File: src/rtl/three_input_gate_test_sequencer_pkg.sv
// three_input_gate_test_sequencer_pkg: shared state encoding, vector count and gate truth tables.
package three_input_gate_test_sequencer_pkg;

  typedef enum logic [1:0] {
    ST_IDLE   = 2'd0,
    ST_APPLY  = 2'd1,
    ST_SAMPLE = 2'd2,
    ST_FINISH = 2'd3
  } state_t;

  localparam int NUM_VECTORS = 8;
  localparam logic [2:0] LAST_IDX = 3'(NUM_VECTORS - 1);

  localparam logic [7:0] NOR3_TRUTH  = 8'h01;
  localparam logic [7:0] NAND3_TRUTH = 8'h7F;
  localparam logic [7:0] AND3_TRUTH  = 8'h80;
  localparam logic [7:0] OR3_TRUTH   = 8'hFE;

  // Error count never exceeds the number of vectors.
  function automatic logic [3:0] sat_inc(input logic [3:0] v);
    return (v >= 4'(NUM_VECTORS)) ? v : v + 4'd1;
  endfunction

endpackage

File: src/rtl/three_input_gate_test_sequencer_hold_timer.sv
// three_input_gate_test_sequencer_hold_timer: loadable 4-bit down-counter with terminal-count flag.
module three_input_gate_test_sequencer_hold_timer (
  input  logic       clk,
  input  logic       rst,
  input  logic       i_load,
  input  logic       i_en,
  input  logic [3:0] i_value,
  output logic       o_tc
);

  logic [3:0] r_count;

  always_ff @(posedge clk or posedge rst) begin
    if (rst) r_count <= 4'd0;
    else if (i_load) r_count <= i_value;
    else if (i_en && !o_tc) r_count <= r_count - 4'd1;
  end

  assign o_tc = (r_count == 4'd0);

endmodule

File: src/rtl/three_input_gate_test_sequencer.sv
// three_input_gate_test_sequencer: steps a 3-input gate through all 8 vectors and checks it against a truth table.
module three_input_gate_test_sequencer
  import three_input_gate_test_sequencer_pkg::*;
#(
  parameter int         HOLD_CYCLES  = 2,
  parameter logic [7:0] EXPECT_TRUTH = NOR3_TRUTH
) (
  input  logic       clk,
  input  logic       rst,
  input  logic       start,
  input  logic       dut_d,
  output logic       drive_a,
  output logic       drive_b,
  output logic       drive_c,
  output logic       busy,
  output logic       done,
  output logic       pass,
  output logic [3:0] err_count,
  output logic [7:0] fail_mask
);

  state_t     r_state, w_state_nxt;
  logic [2:0] r_idx, w_idx_nxt;
  logic [2:0] r_drive, w_drive_nxt;
  logic       r_busy, w_busy_nxt;
  logic       r_done, w_done_nxt;
  logic       r_pass, w_pass_nxt;
  logic [3:0] r_err, w_err_nxt;
  logic [7:0] r_mask, w_mask_nxt;
  logic       w_accept, w_mismatch, w_tc, w_load, w_run_nxt;

  assign w_accept   = (r_state == ST_IDLE) && start;
  assign w_mismatch = (r_state == ST_SAMPLE) && (dut_d != EXPECT_TRUTH[r_idx]);
  assign w_load     = w_accept || ((r_state == ST_SAMPLE) && (r_idx != LAST_IDX));

  three_input_gate_test_sequencer_hold_timer u_timer (
    .clk     (clk),
    .rst     (rst),
    .i_load  (w_load),
    .i_en    (r_state == ST_APPLY),
    .i_value (4'(HOLD_CYCLES - 1)),
    .o_tc    (w_tc)
  );

  always_ff @(posedge clk or posedge rst) begin
    if (rst) begin
      r_state <= ST_IDLE;
      r_idx   <= 3'd0;
    end else begin
      r_state <= w_state_nxt;
      r_idx   <= w_idx_nxt;
    end
  end

  always_comb begin
    w_state_nxt = r_state;
    w_idx_nxt   = r_idx;
    case (r_state)
      ST_IDLE: if (start) begin
        w_state_nxt = ST_APPLY;
        w_idx_nxt   = 3'd0;
      end
      ST_APPLY: if (w_tc) w_state_nxt = ST_SAMPLE;
      ST_SAMPLE: if (r_idx == LAST_IDX) w_state_nxt = ST_FINISH;
      else begin
        w_state_nxt = ST_APPLY;
        w_idx_nxt   = r_idx + 3'd1;
      end
      default: begin
        w_state_nxt = ST_IDLE;
        w_idx_nxt   = 3'd0;
      end
    endcase
  end

  // Outputs are decoded from the next state so every port comes straight off a flop.
  always_comb begin
    w_run_nxt   = (w_state_nxt == ST_APPLY) || (w_state_nxt == ST_SAMPLE);
    w_drive_nxt = w_run_nxt ? w_idx_nxt : 3'd0;
    w_busy_nxt  = w_run_nxt;
    w_done_nxt  = (w_state_nxt == ST_FINISH);
    w_err_nxt   = w_accept ? 4'd0 : w_mismatch ? sat_inc(r_err) : r_err;
    w_mask_nxt  = w_accept ? 8'd0 : w_mismatch ? (r_mask | (8'd1 << r_idx)) : r_mask;
    w_pass_nxt  = w_accept ? 1'b0 : w_done_nxt ? (w_err_nxt == 4'd0) : r_pass;
  end

  always_ff @(posedge clk or posedge rst) begin
    if (rst) begin
      r_drive <= 3'd0;
      r_busy  <= 1'b0;
      r_done  <= 1'b0;
      r_pass  <= 1'b0;
      r_err   <= 4'd0;
      r_mask  <= 8'd0;
    end else begin
      r_drive <= w_drive_nxt;
      r_busy  <= w_busy_nxt;
      r_done  <= w_done_nxt;
      r_pass  <= w_pass_nxt;
      r_err   <= w_err_nxt;
      r_mask  <= w_mask_nxt;
    end
  end

  assign {drive_a, drive_b, drive_c} = r_drive;
  assign busy      = r_busy;
  assign done      = r_done;
  assign pass      = r_pass;
  assign err_count = r_err;
  assign fail_mask = r_mask;

endmodule
File: config.mk
export PLATFORM = sky130hd
export DESIGN_NAME = three_input_gate_test_sequencer
export DESIGN_NICKNAME = d
export VERILOG_FILES = /design/src/rtl/three_input_gate_test_sequencer_pkg.sv /design/src/rtl/three_input_gate_test_sequencer_hold_timer.sv /design/src/rtl/three_input_gate_test_sequencer.sv
export SDC_FILE = /design/constraint.sdc
export NUM_CORES = 1
export LEC_CHECK = 0
export BUFFER_PORTS_ARGS = -buffer_cell sky130_fd_sc_hd__buf_2
export CAP_MARGIN = 10
export CORE_MARGIN = 5
export CORE_UTILIZATION = 49
export DETAILED_ROUTE_END_ITERATION = 6
export PLACE_DENSITY = 0.74
export SYNTH_ARGS = -nofsm -noshare
export SYNTH_HDL_FRONTEND = slang
export SYNTH_SLANG_ARGS = --single-unit
export TNS_END_PERCENT = 50
File: constraint.sdc
create_clock -name clk -period 2.4 [get_ports clk]
set_clock_uncertainty 0.1 [all_clocks]
set_input_delay 0.12 -clock clk [delete_from_list [all_inputs] [get_ports clk]]
set_output_delay 0.12 -clock clk [all_outputs]
set_load 0.01 [all_outputs]
* Word-level counts from Yosys, hierarchy flattened
Memories as Yosys holds them, arrays and structs flattened.
Cells that the tools add are included.
** Word-level totals
- Register bits :: 27
- Memory bits (read-only) :: 8
- Bits of input ports :: 4
- Memories :: 1
** Operators by class
- Add/subtract/negate cells :: 3
- Magnitude comparators :: 2
- Equality and inequality tests :: 8
- Shifts and indexed selects :: 1
- Muxes and demuxes :: 18
- Bitwise operators :: 1
- Reduce and logical (&&, ||, !) cells :: 13
** Memory list
- (name not given) :: words 8, bits a word 1, read ports 1, clocked after memory_dff 0, wr ports 0, line three_input_gate_test_sequencer.sv:33 : assign w_mismatch = (r_state == ST_SAMPLE) && (dut_d != EXPECT_TRUTH[r_idx]);
** Operator list (number)
- 4-bit 2-to-1 mux :: 5
- 8-bit 2-to-1 mux :: 2
- 3-bit 2-to-1 mux :: 3
- 3-bit case mux with 3 select lines :: 1
- 4-bit zero test :: 2
- 8-bit bitwise OR :: 1
- 1-bit by 3-bit << shifter with 8-bit output, first input constant :: 1
- 2-bit equality test, second input constant :: 3
- 2-bit 2-to-1 mux :: 3
- 2-bit case mux with 3 select lines :: 1
- 2-bit nonzero test :: 3
- 4-bit by 1-bit adder with 4-bit output, second input constant :: 1
- 2-bit by 1-bit equality test with 1-bit output, second input constant :: 2
- 4-bit greater-or-equal comparator, second input constant :: 1
- 1-bit logical AND :: 4
- 3-bit by 4-bit less-than comparator with 1-bit output, second input constant :: 1
- 4-bit by 1-bit subtractor with 4-bit output, second input constant :: 1
- 3-bit by 1-bit adder with 3-bit output, second input constant :: 1
- 3-bit equality test, second input constant :: 1
- 1-bit 2-to-1 mux :: 3
- 3-bit inequality test, second input constant :: 1
- 2-bit zero test :: 1
- 1-bit logical OR :: 2
- 1-bit zero test :: 1
- 1-bit inequality test :: 1

* Depth between registers and ports, before layout
Gate-level depths: netlist (run 1).
- Word-level depth :: 9
- Gate-level depth with buffers :: 9

* Modules after synthesis
From an unflattened synthesis (run 1), not the netlist that was laid out.
** Second synthesis, totals
- Cells, all modules :: 136
- Area, all modules :: 1397.6 um^2
** By module, submodules not included
- three_input_gate_test_sequencer :: times used 1, cells each 108, area each 1136.1 um^2, sequential area each 575.6 um^2
- three_input_gate_test_sequencer_hold_timer :: times used 1, cells each 28, area each 261.5 um^2, sequential area each 100.1 um^2

* Least setup slack after synthesis (run 1)
Ideal clock, no wire load.
- Path kind :: reg-to-reg
- Start point :: register u_timer.r_count[0]
- End point :: register r_pass, in the netlist pass
- Arrival time :: 2.189 ns
- Data required time :: 2.208 ns
- Path slack :: 0.019 ns
- Cell stages (with the launch flop) :: 10
- Clock period less this slack :: 2.381 ns
- Path through :: dfrtp_1 inv_1 ha_1 or3b_2 nor2b_1 o21bai_1 ha_1 o21ai_0 or4b_1 o31ai_2
** Between the ends
- Cells in the longest elaborated chain, start to end :: 5
** RTL lines
- start: declaration :: line three_input_gate_test_sequencer_hold_timer.sv:11 : logic [3:0] r_count;
- start signal: assignment :: line three_input_gate_test_sequencer_hold_timer.sv:15 : else if (i_load) r_count <= i_value;
- start signal: assignment :: line three_input_gate_test_sequencer_hold_timer.sv:16 : else if (i_en && !o_tc) r_count <= r_count - 4'd1;
- 4-bit zero test :: line three_input_gate_test_sequencer_hold_timer.sv:19 : assign o_tc = (r_count == 4'd0);
- 2-bit 2-to-1 mux :: line three_input_gate_test_sequencer.sv:63 : ST_APPLY: if (w_tc) w_state_nxt = ST_SAMPLE;
- 2-bit case mux with 3 select lines :: line three_input_gate_test_sequencer.sv:58 : case (r_state)
- named net w_state_nxt[0] :: line three_input_gate_test_sequencer.sv:22 : state_t r_state, w_state_nxt;
- 2-bit equality test :: line three_input_gate_test_sequencer.sv:81 : w_done_nxt = (w_state_nxt == ST_FINISH);
- named net w_done_nxt :: line three_input_gate_test_sequencer.sv:26 : logic r_done, w_done_nxt;
- 2-bit nonzero test (no source line)
- end signal: assignment :: line three_input_gate_test_sequencer.sv:99 : r_pass <= w_pass_nxt;
- end: declaration :: line three_input_gate_test_sequencer.sv:27 : logic r_pass, w_pass_nxt;
The timed path passes the listed nets, and every way through them passes these cells.
A chain may end at the register's enable or synchronous reset.

* Worst setup path in the final report (run 1)
- Start point :: register u_timer.r_count[1]
- End point :: register r_pass, in the netlist pass
Same word-level chain as after synthesis.

==> results.md, run 1 <==
* Register cell area after layout at 675.6 sq um
* CTS Buf Count at 3
* Max Cap Viol at 0
* Hold path depth at 3
* Initial antenna violation count at 0
* Ranking of synthesized cells by area: dfrtp_1, ha_1, nor2_1, a21oi_1, nand2_1
* Fmax at 436.3 MHz
* Total wire length at 2615 um
* Seq/Total Area, Yosys at 53.25%
* Die X at 60.89 um
* Fin crit share at 95.50%
* Clk buf depth at 2
* CTS tree: yes
* # fillers at 217
* Reg power frac at 39.5%
* R2r worst-path depth at 8
* Crit Path Max Fanout at 3
* Area Growth Syn to Fin at 26.92%
* DRC at 0
* Top cell type's share of synthesized area at 53.25%
* Cell Area, Synth at 1269 sq um
* Fin crit period at 2.292 ns
* Slew headroom at 70.01%
* Slowest cell delay on critical path at 0.53 ns
* Via count at 1000
* Crit-path cells: inv_1 > ha_1 > or3b_4 > o22ai_4 > ha_4 > o21ai_1 > or4b_1 > o31ai_2
* Mapped Cells at 122
* Antenna-violating nets left at 0
* Crit start category: flop
* Clock share of power at 12.2%
* Leak Pwr at 0.0008583 uW
* Detailed Route Iter0 Violations at 41
* DR pass1 iterations at 4
* Clk root buf: clkbuf_4
* Worst endpoint data arrival time at 2.43 ns
* Die Span Y at 60.89 um
* Setup-failing EPs final at 0
* Maximum VDD drop at 0.0007469 V
* Final Hold Viols at 0
* I/O Pins at 22
* Pint at 998.7 uW
* Vias/cell at 5.208
* # nets final at 176
* Warnings from Yosys at 0
* DPL Wire Length at 1914 um
* Pwr/cell area at 980.0 nW/um^2
* Synth area leader: dfrtp_1
* Fin util at 65.00%
* Worst-Margin Slew at 0.4489 ns
* Port bufs at 21
* Hold Path Class: input port to flop
* Area of the core at 2477 sq um
* Full die area at 3707 sq um
* Area of the multi-input gates at 604.3 sq um
* Synth Register Bits at 27
* Critical Path Slowest Stage Cell: or4b_1
* CTS Sinks at 27
* Mapped Avg Cell Area at 10.40 sq um
* Comb power frac at 48.4%
* Initial Util at 51.21%
* Unrepaired setup endpoints after global routing: no
* Placer Congestion at 0.8024
* Critical path class: flop to flop
* Sw Pwr at 579.4 uW
* CP endpoint kind: flop
* Sw Ratio at 36.71%
* Share of layout cells above drive strength 1 at 30.86%
* Worst-path clk slew at 0.14 ns
* WP data required at 2.54 ns
* Mapped Nets at 135
* Unique masters post-synth at 33
* WL per Instance at 13.62 um
* Hold WS at 0.04293 ns
* Antenna fix cells at 0
* Largest net degree at the start of global routing at 28
* Num rows at 18
* Max-slew violations at 0
* Number of global-route vias before repair at 1066
* Clock Latency Late Sink at 0.32 ns
* Status: finished, final reports clean
* Setup_tns at 0 ns
* Gr usage total at 16.53%
* First-pass GRT wire length at 4560 um
* Total gr overflow at 0
* Max H-tree Level at 1
[worst paths after layout]
kind                                           startpoint  slack (ns)                        to
max                        u_timer.r_count[1]$_DFFE_PP0P_        0.11          pass$_DFFE_PP0P_
min reg2reg                      fail_mask[6]$_DFFE_PP0P_        0.41  fail_mask[6]$_DFFE_PP0P_
max in group asynchronous                             rst        1.67            busy$_DFF_PP0_
max reg2reg                u_timer.r_count[1]$_DFFE_PP0P_        0.11          pass$_DFFE_PP0P_
min in group asynchronous                             rst        0.28  fail_mask[2]$_DFFE_PP0P_
min                                                 start        0.04      r_state[0]$_DFF_PP0_
[registers in the layout (all words and copies together) (netlist names)]
| signal | count |
|---|---|
| fail_mask | 8 |
| r_state | 2 |
| err_count | 4 |
| u_timer.r_count | 4 |
| done | 1 |
| r_drive | 3 |
| busy | 1 |
| pass | 1 |
| r_idx | 3 |
[final cells by class]
class / instances / area share, %
clock buffer: 3 / 1.399
clock inverter: 1 / 0.3108
inverter: 8 / 1.865
multi-input combinational: 85 / 37.53
sequential: 27 / 41.96
tap: 30 / 2.331
timing repair buffer: 38 / 14.61
[kinds of logic after synthesis]
family,Yosys count,share of synthesized area (%)
xor+xnor,5,3.452
mux,2,1.578
fa+ha+maj,9,8.876
flops,27,53.25
simple gates,48,19.03
compound gates,21,10.75
buf+inv,10,3.057
[cell usage after synthesis (all sizes together)]
cell type / n
xor2: 2
mux2i: 2
or4b: 1
dfrtp: 27
nor3: 2
o21ai: 3
nand2b: 4
and2b: 2
a41oi: 1
o22ai: 1
a211oi: 2
xnor2: 3
nand3: 2
clkbuf: 1
a31oi: 1
nor2b: 1
buf: 1
o31ai: 1
nand2: 12
nand3b: 1
nor3b: 1
nor2: 15
and2: 3
and3: 1
a41o: 1
or2: 1
a21oi: 9
inv: 8
a32o: 1
o21bai: 1
or3b: 2
ha: 9
[layer usage]
metal  part of all wire [%]  GRT usage [%]  vias to the layer above
li1                       -              -                      490
met1                     45          20.40                      488
met2                     49          28.09                       20
met3                    5.0          3.617                        2
met4                   0.73          6.502                        0
met5                      0              0                        -
[placed cells by master (no fill, tap or decap), types with 2 or more instances in the layout]
master	count
nor3_1	2
a211oi_1	2
nand2b_1	4
and2_1	3
xor2_1	2
nor2_1	15
buf_2	21
a21oi_1	9
and2b_1	2
ha_1	8
nand2_1	12
inv_1	7
o21ai_0	2
nand3_1	2
xnor2_1	2
dfrtp_1	27
buf_4	16
clkbuf_4	3
mux2i_1	2
[what timing repair did]
item / in CTS / in global routing
resized for setup: 4 / 7
hold buffers: 1 / 0
buffers inserted: 10 / 0
cloned: 0 / 0
pin swaps: 2 / 1
endpoints found under the hold margin: 27 / 0
setup endpoints to repair: 1 / 1
[power by group through the flow]
stage	clock (uW)	sequential [uW]	combinational, uW
2_1_floorplan	0	635	373
3_3_place_gp	0	621	551
3_5_place_dp	0	627	579
4_1_cts	203	618	689
5_1_grt	225	637	846
6_report	192	623	763
[worst max-delay path: cells and delay by family (launching register included)]
| family | cells | cell delay, ns |
|---|---|---|
| compound gates | 3 | 0.40 |
| fa+ha+maj | 2 | 0.30 |
| buf+inv | 1 | 0.08 |
| flops | 1 | 0.42 |
| simple gates | 2 | 0.92 |
[through the flow]
stage | worst slack [ns] | total power [uW] | cells | area [sq um]
after global placement | 0.05067 | 1172 | 177 | 1448
after global routing | 0.01229 | 1708 | 192 | 1610
final | 0.1079 | 1578 | 192 | 1610
after floorplan | 0.01893 | 1008 | 122 | 1269
after CTS | 0.01955 | 1510 | 192 | 1572
after detailed placement | -0.06334 | 1206 | 177 | 1448
No activity file was read; power rests on OpenSTA's default activity.
==> run 2: changes to the inputs <==
--- a/config.mk
+++ b/config.mk
@@ -10,7 +10,7 @@
 export CORE_MARGIN = 5
 export CORE_UTILIZATION = 49
 export DETAILED_ROUTE_END_ITERATION = 6
-export PLACE_DENSITY = 0.74
+export PLACE_DENSITY = 0.75
 export SYNTH_ARGS = -nofsm -noshare
 export SYNTH_HDL_FRONTEND = slang
 export SYNTH_SLANG_ARGS = --single-unit
==> run 2 against run 1 <==
  * Count of clock-buffer cells in the layout up 1
  * Critical endpoint unchanged
  * Combinational power decreased by 8.8%
  * Core utilization down 2.0 points
==> results.md, run 2 (synthesized netlist as in run 1, its figures left out) <==
* CP top delay family: simple AND/OR/NAND/NOR gates
* Port bufs at 21 (unchanged)
* First-pass GRT wire length at 4560 um (unchanged)
* Fin crit period at 2.340 ns (+0.04794 ns)
* Hold endpoint: r_state[0]$_DFF_PP0_
* Total gr overflow at 0 (unchanged)
* Clock Latency Late Sink at 0.32 ns (about the same)
* CTS Buf Count at 3 (unchanged)
* Max H-tree Level at 1 (unchanged)
* Hold Path Origin: start
* Crit Path Max Fanout at 2 (-1)
* Hold path depth at 3 (unchanged)
* Crit path buf inv count at 1 (unchanged)
* Critical Path Slowest Stage Cell: or4b_1
* DR pass1 iterations at 4 (unchanged)
* I/O Pins at 22 (unchanged)
* Hold WS at 0.02419 ns (-0.01874 ns)
* Fin crit share at 97.50% (+2.0 points)
* Cell area after layout at 1562 sq um (-3.0%)
* Final Hold Viols at 0 (unchanged)
* CTS tree: yes
* WP data required at 2.55 ns (about the same)
* # nets final at 174 (-1.1%)
* Maximum VDD drop at 0.0006824 V (-8.6%)
* Leak Pwr at 0.0008347 uW (-2.8%)
* Max reg flops at 8 (unchanged)
* Crit start category: flop
* Area of the core at 2477 sq um (unchanged)
* Antenna fix cells at 0 (unchanged)
* WL per Instance at 14.46 um (+6.2%)
* Via count at 1016 (+1.6%)
* Number of global-route vias before repair at 1018 (-4.5%)
* Detailed Route Iter0 Violations at 16 (-61%)
* Slew headroom at 66.90% (-3.1 points)
* Slowest cell delay on critical path at 0.53 ns (about the same)
* Fmax at 427.3 MHz (-2.0%)
* # fillers at 214 (-1.4%)
* Final worst-path setup slack at 0.05996 ns (-0.04794 ns)
* DRC at 0 (unchanged)
* Initial antenna violation count at 0 (unchanged)
* Commonest non-fill, non-tap cell in the layout: dfrtp_1
* Status: finished, final reports clean
* CTS Sinks at 27 (unchanged)
* Initial Util at 51.21% (unchanged)
* Worst-path clk slew at 0.14 ns (about the same)
* Critical path class: flop to flop
* Clk buf depth at 2 (unchanged)
* Worst-Margin Slew at 0.4929 ns (+0.04398 ns)
* Fin util at 63.03% (-2.0 points)
* Placer Congestion at 0.8235 (+2.6%)
* CP endpoint kind: flop
* Vias/cell at 5.347 (+2.7%)
* Max-slew violations at 0 (unchanged)
* Share of layout cells above drive strength 1 at 29.38% (-1.5 points)
* RR Endpoint: pass$_DFFE_PP0P_
* Die Span Y at 60.89 um (unchanged)
* Worst flop-to-flop path startpoint: u_timer.r_count[1]$_DFFE_PP0P_
* Total wire length at 2747 um (+5.0%)
* Tot Pwr at 1516 uW (-3.9%)
* Area Growth Syn to Fin at 23.08%
* R2r worst-path depth at 8 (unchanged)
* Worst endpoint data arrival time at 2.49 ns (+0.06 ns)
* Dpl ws at -0.04230 ns (+0.02104 ns)
* Max Cap Viol at 0 (unchanged)
* Hold Path Class: input port to flop
* Crit-path cells: inv_2 > ha_1 > or3b_4 > o22ai_2 > ha_2 > o21ai_0 > or4b_1 > o31ai_2
* DPL Wire Length at 1978 um (+3.3%)
* Largest net degree at the start of global routing at 28 (unchanged)
* Most frequent cells in the layout: dfrtp_1, buf_2, nor2_1, buf_4, nand2_1
* Pwr/cell area at 970.7 nW/um^2 (-0.95%)
* Die X at 60.89 um (unchanged)
* Clk root buf: clkbuf_4
* Gr usage total at 16.60% (+0.074 points)
* Antenna-violating nets left at 0 (unchanged)
* R2R Setup Slk at 0.06 ns (-0.05 ns)
* DP Area at 1463 sq um (+1.0%)
* Setup-failing EPs final at 0 (unchanged)
* Full die area at 3707 sq um (unchanged)
* Num rows at 18 (unchanged)
run 2: cell type report:
type                    count  area (sq um)  share of cell area [%]
well taps                  30         37.54                   2.404
inverters                   8         30.03                   1.923
clock buffers               4         26.28                   1.683
repair buffers             36         220.2                   14.10
flip-flops and latches     27         675.6                   43.27
multi-input cells          85         571.8                   36.62
run 2: worst max-delay path by stage:
stage / cells after the start / slack (ns) / from / end
floorplan: 9 / 0.02 / u_timer.r_count[0]$_DFFE_PP0P_ / pass$_DFFE_PP0P_
global placement: 8 / 0.07 / u_timer.r_count[1]$_DFFE_PP0P_ / pass$_DFFE_PP0P_
detailed placement: 8 / -0.04 / u_timer.r_count[1]$_DFFE_PP0P_ / pass$_DFFE_PP0P_
CTS: 8 / 0.006 / u_timer.r_count[0]$_DFFE_PP0P_ / pass$_DFFE_PP0P_
global route: 9 / -0.05 / u_timer.r_count[0]$_DFFE_PP0P_ / pass$_DFFE_PP0P_
finish: 8 / 0.06 / u_timer.r_count[1]$_DFFE_PP0P_ / pass$_DFFE_PP0P_
run 2: metal layers:
layer	vias up	GRT usage, %	routed length, um
li1	486	-	-
met1	499	20.51	1229
met2	26	29.16	1310
met3	5	2.979	159
met4	0	5.573	47
met5	-	0	0
run 2: through the flow:
step | TNS, ns | std cells
floorplan | 0 | 122
finish | 0 | 190
CTS | 0 | 187
global placement | 0 | 179
global route | -0.04897 | 190
detailed placement | -0.04230 | 179
run 2: report_power, final:
group	leakage, uW	switching, uW	internal [uW]
Sequential	0.000359	76.8	547
Clock	0.0000150	131	65.1
Combinational	0.000460	356	339
Total	0.000835	564	951
run 2: repair_timing:
| action | 4_1_cts | 5_1_grt |
|---|---|---|
| gates resized for setup | 2 | 5 |
| pin swaps | 1 | 2 |
| hold buffers | 1 | 0 |
| endpoints found under the hold margin | 27 | 0 |
| setup endpoints to repair | 1 | 1 |
| setup buffers | 3 | 3 |
run 2: worst reg2reg max path: stages (launching register included):
cell     delay [ns]
dfrtp_1        0.43
inv_2          0.08
ha_1           0.14
or3b_4         0.38
o22ai_2        0.15
ha_2           0.20
o21ai_0        0.09
or4b_1         0.53
o31ai_2        0.18
